$ cat config.mk
export PLATFORM = sky130hd
export DESIGN_NAME = seven_seg_scan_ctrl
export DESIGN_NICKNAME = d
export VERILOG_FILES = /design/src/rtl/seven_seg_pkg.sv /design/src/rtl/seven_seg_scan_ctrl_hex_decode.sv /design/src/rtl/seven_seg_scan_ctrl.sv
export SDC_FILE = /design/constraint.sdc
export NUM_CORES = 1
export LEC_CHECK = 0
export ABC_AREA = 1
export CAP_MARGIN = 20
export CORE_UTILIZATION = 60
export DETAILED_ROUTE_END_ITERATION = 16
export PLACE_DENSITY = 0.89
export SLEW_MARGIN = 25
export SYNTH_ARGS = -nofsm -noshare
export SYNTH_HDL_FRONTEND = slang
export SYNTH_SLANG_ARGS = --single-unit
export TNS_END_PERCENT = 100
$ cat constraint.sdc
create_clock -name CLK -period 3 [get_ports CLK]
set_clock_uncertainty 0.15 [all_clocks]
set_input_delay 0.75 -clock CLK [delete_from_list [all_inputs] [get_ports CLK]]
set_output_delay 0.75 -clock CLK [all_outputs]
set_load 0.05 [all_outputs]
$ cat src/rtl/seven_seg_pkg.sv
// Shared constants, display-contents struct and hex-to-segment table for the
// seven-segment scan controller (optional dimming is enabled by SEVEN_SEG_DIM_EN).
package seven_seg_pkg;

    localparam int         NUM_DIGITS = 4;
    localparam int         IDX_W      = $clog2(NUM_DIGITS);
    localparam logic [6:0] SEG_OFF    = 7'h7F;
    localparam logic [3:0] AN_OFF     = 4'hF;

    // One complete frame's worth of display contents.
    typedef struct packed {
        logic [15:0] value;
        logic [3:0]  dp;
        logic [3:0]  blank;
    } disp_t;

    // Active-low segments, bit 0 = a ... bit 6 = g.
    function automatic logic [6:0] hex_to_seg(input logic [3:0] nib);
        logic [6:0] seg;
        case (nib)
            4'h0: seg = 7'h40;
            4'h1: seg = 7'h79;
            4'h2: seg = 7'h24;
            4'h3: seg = 7'h30;
            4'h4: seg = 7'h19;
            4'h5: seg = 7'h12;
            4'h6: seg = 7'h02;
            4'h7: seg = 7'h78;
            4'h8: seg = 7'h00;
            4'h9: seg = 7'h10;
            4'hA: seg = 7'h08;
            4'hB: seg = 7'h03;
            4'hC: seg = 7'h46;
            4'hD: seg = 7'h21;
            4'hE: seg = 7'h06;
            default: seg = 7'h0E;
        endcase
        return seg;
    endfunction

endpackage

$ cat src/rtl/seven_seg_scan_ctrl_hex_decode.sv
// Combinational nibble to active-low seven-segment pattern.
module seven_seg_hex_decode
    import seven_seg_pkg::*;
(
    input  logic [3:0] nibble,
    output logic [6:0] seg
);

    always_comb begin
        seg = hex_to_seg(nibble);
    end

endmodule

$ cat src/rtl/seven_seg_scan_ctrl.sv
// 4-digit common-anode scan controller with frame-boundary content updates.
// Define SEVEN_SEG_DIM_EN to add the bright[3:0] PWM dimming input.
module seven_seg_scan_ctrl
    import seven_seg_pkg::*;
#(
    parameter int DIGIT_CYCLES = 100000
) (
    input  logic        CLK,
    input  logic        RST_N,
`ifdef SEVEN_SEG_DIM_EN
    input  logic [3:0]  bright,
`endif
    input  logic        wr_valid,
    output logic        wr_ready,
    input  logic [15:0] wr_value,
    input  logic [3:0]  wr_dp,
    input  logic [3:0]  wr_blank,
    output logic        frame_start,
    output logic [6:0]  seg,
    output logic        dp,
    output logic [3:0]  an
);

    localparam int              CNT_W    = (DIGIT_CYCLES > 2) ? $clog2(DIGIT_CYCLES) : 1;
    localparam logic [CNT_W-1:0] PRE_LAST = CNT_W'(DIGIT_CYCLES - 1);
    localparam logic [IDX_W-1:0] IDX_LAST = IDX_W'(NUM_DIGITS - 1);

    logic [CNT_W-1:0] pre_q, pre_d;
    logic [IDX_W-1:0] idx_q, idx_d;
    disp_t            act_q, act_d;
    disp_t            pend_q, pend_d;
    logic             pend_valid_q, pend_valid_d;
    logic             wr_ready_q, wr_ready_d;
    logic             frame_start_q, frame_start_d;
    logic [3:0]       an_q, an_d;
    logic [6:0]       seg_q, seg_d;
    logic             dp_q, dp_d;

    logic             pre_last;
    logic             boundary;
    logic             xfer;
    logic             slot_on;
    logic [3:0]       cur_nibble;
    logic [6:0]       dec_seg;

`ifdef SEVEN_SEG_DIM_EN
    logic [3:0]       pwm_q, pwm_d;
`endif

    assign cur_nibble = act_q.value[{idx_q, 2'b00} +: 4];

    seven_seg_hex_decode u_hex_decode (
        .nibble (cur_nibble),
        .seg    (dec_seg)
    );

    always_comb begin
        pre_last = (pre_q == PRE_LAST);
        boundary = pre_last && (idx_q == IDX_LAST);
        pre_d    = pre_last ? '0 : pre_q + 1'b1;
        idx_d    = pre_last ? idx_q + 1'b1 : idx_q;

        // Pending can only accept while empty, so a transfer and a
        // boundary copy never compete for the same pending entry.
        xfer         = wr_valid && wr_ready_q;
        act_d        = act_q;
        pend_d       = pend_q;
        pend_valid_d = pend_valid_q;
        if (boundary && pend_valid_q) begin
            act_d        = pend_q;
            pend_valid_d = 1'b0;
        end
        if (xfer) begin
            pend_d       = '{value: wr_value, dp: wr_dp, blank: wr_blank};
            pend_valid_d = 1'b1;
        end
        wr_ready_d    = !pend_valid_d;
        frame_start_d = boundary;

        slot_on = (pre_q != '0) && !act_q.blank[idx_q];
`ifdef SEVEN_SEG_DIM_EN
        slot_on = slot_on && (pwm_q <= bright);
        pwm_d   = pwm_q + 1'b1;
`endif
        an_d  = slot_on ? ~(4'b0001 << idx_q) : AN_OFF;
        seg_d = slot_on ? dec_seg : SEG_OFF;
        dp_d  = slot_on ? ~act_q.dp[idx_q] : 1'b1;
    end

    always_ff @(posedge CLK) begin
        if (!RST_N) begin
            pre_q         <= '0;
            idx_q         <= '0;
            act_q         <= '0;
            pend_q        <= '0;
            pend_valid_q  <= 1'b0;
            wr_ready_q    <= 1'b1;
            frame_start_q <= 1'b0;
            an_q          <= AN_OFF;
            seg_q         <= SEG_OFF;
            dp_q          <= 1'b1;
        end else begin
            pre_q         <= pre_d;
            idx_q         <= idx_d;
            act_q         <= act_d;
            pend_q        <= pend_d;
            pend_valid_q  <= pend_valid_d;
            wr_ready_q    <= wr_ready_d;
            frame_start_q <= frame_start_d;
            an_q          <= an_d;
            seg_q         <= seg_d;
            dp_q          <= dp_d;
        end
    end

`ifdef SEVEN_SEG_DIM_EN
    always_ff @(posedge CLK) begin
        if (!RST_N) begin
            pwm_q <= '0;
        end else begin
            pwm_q <= pwm_d;
        end
    end
`endif

    assign wr_ready    = wr_ready_q;
    assign frame_start = frame_start_q;
    assign an          = an_q;
    assign seg         = seg_q;
    assign dp          = dp_q;

endmodule

==> impl_metrics.tcl <==
set metrics [dict create \
    path_clk_slew_ns 0.08 \
    period_needed_ns 2.39 \
    crit_start "frame_start$_SDFF_PN0_" \
    die_y_um 79.4 \
    first_pass_iters 6 \
    ir_worst_vdd_mv 0.405 \
    synth_area_leaders "dfxtp_1, nor2_1, nand2_1" \
    gp_congestion 0.901 \
    worstPathCellList "clkdlybuf4s50_1" \
    ys_ff_latch 82 \
    hp-start "pre_q[0]$_SDFF_PP0_" \
    power.leakage_nw 1.92 \
    cp_num_buf_inv 1 \
    ant_nets 0 \
    boundaryPins 41 \
    grt_pass1_vias 2867 \
    placed_area_um2 4010 \
    rsz0062_at_grt "no" \
    critPathTopFamily "buffers and inverters" \
    grt_pass1_wl_um 12700 \
    via_per_inst 5.15 \
    slew_headroom 0.526 \
    grt-ovfl-total 0 \
    antenna_found_initial 0 \
    cts_buffers 9 \
    fin_crit_sh 0.796 \
    wire_per_inst_um 12.0 \
    worst_setup_path_end_kind "output pin" \
    start_util 0.636 \
    cts_sinks 82 \
    cp_max_fo 1 \
    syn_to_final_growth_pct 18.5 \
    slowest_delay_ns 0.80 \
    multiInputGateArea_um2 1660 \
    critical_path_required_ns 2.10 \
    row_count 27 \
    status "finished, final reports clean" \
    cellPowerDensity_nw_per_um2 539 \
    drc 0 \
    num_vias 3229 \
    critPathSlowestCell "clkdlybuf4s50_1" \
    reg2reg_from "idx_q[1]$_SDFFE_PN0P_" \
    cts_setup_buffers 0 \
    worstHoldPathType "flip-flop to flip-flop" \
    coreArea_um2 5640 \
    hold_path_depth 1 \
    portBuffers 40 \
    syn_nets 553 \
    ys.flop_type "dfxtp_1" \
    cp.depth 1 \
    yosysMostFrequentCell "nor2_1" \
    ctsLongestPathBuffers 2 \
    cts_max_level 3 \
    finalPower_mw 2.29 \
    ff_latch_area_um2 1640 \
    synth.distinct_cells 25 \
    dieArea_um2 6300 \
    cp-start-kind "flip-flop" \
    finalNetCount 589 \
    avgSynthCellArea_um2 6.98 \
    syn_area_um2 3590 \
    yosysWarnings 0 \
    cap_violations 0 \
    drive_gt1_frac 0.0523 \
    fillers 426 \
    tns_ns 0 \
    max_slew.worst_pin.slew_ns 0.711 \
    netlist_instances 514 \
    whs_ns 0.329 \
    drv_slew 0 \
    clock_latency_ns 0.36 \
    clock_tree.root_cell "clkbuf_8" \
    grt.total_usage 0.263 \
    grt_max_degree 52 \
    r2r_cells 10 \
    hold_buffers 0 \
    max_freq_mhz 419 \
    synth-seq-area-share 0.457 \
    drt_iter0_markers 239 \
    arrival_ns 1.49 \
    yosys-top-cells-count "nor2_1, nand2_1, dfxtp_1" \
    synth_largest_area_cell "dfxtp_1" \
    crit_type "flip-flop to output pin" \
    wl_um 7550 \
    post-dp-hpwl_um 4980 \
    finalHoldViolCount 0 \
    fp.dieW_um 79.4 \
    cts_resized 0 \
    ys_async_sr_fraction 0 \
    fin_area_um2 4250 \
    synth_top_area_share 0.457 \
    antennaDiodeCount 0 \
    setup_violations 0 \
    synth-edff-count 0 \
    cts_tree "done" \
]
through the flow:
step / utilization / setup WS (ns) / instances
after global placement: 0.711 / 0.814 / 611
after CTS: 0.754 / 0.601 / 627
after global routing: 0.754 / 0.544 / 627
after detailed placement: 0.711 / 0.720 / 611
final: 0.754 / 0.613 / 627
after floorplan: - / 1.13 / 514
layout make-up:
type / count / share of cell area
Timing Repair Buffer: 44 / 0.101
Clock inverter: 7 / 0.0276
Tap cell: 72 / 0.0212
Multi-Input combinational cell: 362 / 0.390
Sequential cell: 82 / 0.386
Clock buffer: 9 / 0.0291
Inverter: 51 / 0.0450
kinds of logic (layout without fill, tap and decap cells):
logic type,Yosys count,after routing,synth area share
adders and majority gates,12,12,0.0418
and+or+nand+nor,276,276,0.311
AOI/OAI and AO/OA,70,70,0.0997
buffers and inverters,70,111,0.0805
DFF,82,82,0.457
xor gates and xnor gates,4,4,0.00976
sequential cells by signal, summed over array words and instances, names as in the netlist, 2 cells and up:
| signal | cells |
|---|---|
| idx_q | 2 |
| seg | 7 |
| an | 4 |
| pend_q | 24 |
| pre_q | 17 |
| act_q | 24 |
metal layers:
metal	global-route usage	wire, um	vias up
met4	0.100	155	0
met5	0	0	-
met1	0.315	3340	1422
met2	0.447	3630	104
met3	0.0678	424	19
li1	-	-	1684
placed cells by master, fill, tap and decap left out:
| cell | n |
|---|---|
| clkbuf_8 | 9 |
| nor3b_1 | 1 |
| clkinv_2 | 2 |
| nand3_2 | 1 |
| or2_0 | 1 |
| clkinv_4 | 2 |
| nand3_1 | 20 |
| or2_2 | 3 |
| nand4_1 | 7 |
| clkinv_1 | 1 |
| inv_2 | 3 |
| clkdlybuf4s50_1 | 40 |
| ha_1 | 12 |
| o211ai_1 | 2 |
| nor3_1 | 4 |
| nor2_1 | 127 |
| o21ai_1 | 2 |
| a21oi_1 | 23 |
| nor3_2 | 2 |
| dfxtp_1 | 82 |
| buf_4 | 4 |
| xor2_1 | 4 |
| o21ai_0 | 42 |
| bufinv_16 | 3 |
| inv_1 | 47 |
| nand2_1 | 110 |
| o21bai_1 | 1 |
final timing paths:
kind	endpoint	slack (ns)
setup / recovery	frame_start	0.61
hold / removal	pre_q[0]$_SDFF_PP0_	0.33
setup reg to reg	seg[6]$_SDFF_PN1_	0.73
hold reg to reg	pre_q[0]$_SDFF_PP0_	0.33
power breakdown:
| group | switching (mW) | total (mW) | internal (mW) |
|---|---|---|---|
| clock | 0.404 | 0.956 | 0.553 |
| combinational | 0.110 | 0.187 | 0.0768 |
| sequential | 0.0211 | 1.15 | 1.13 |
Note: power is estimated with default switching activity, not from simulation.
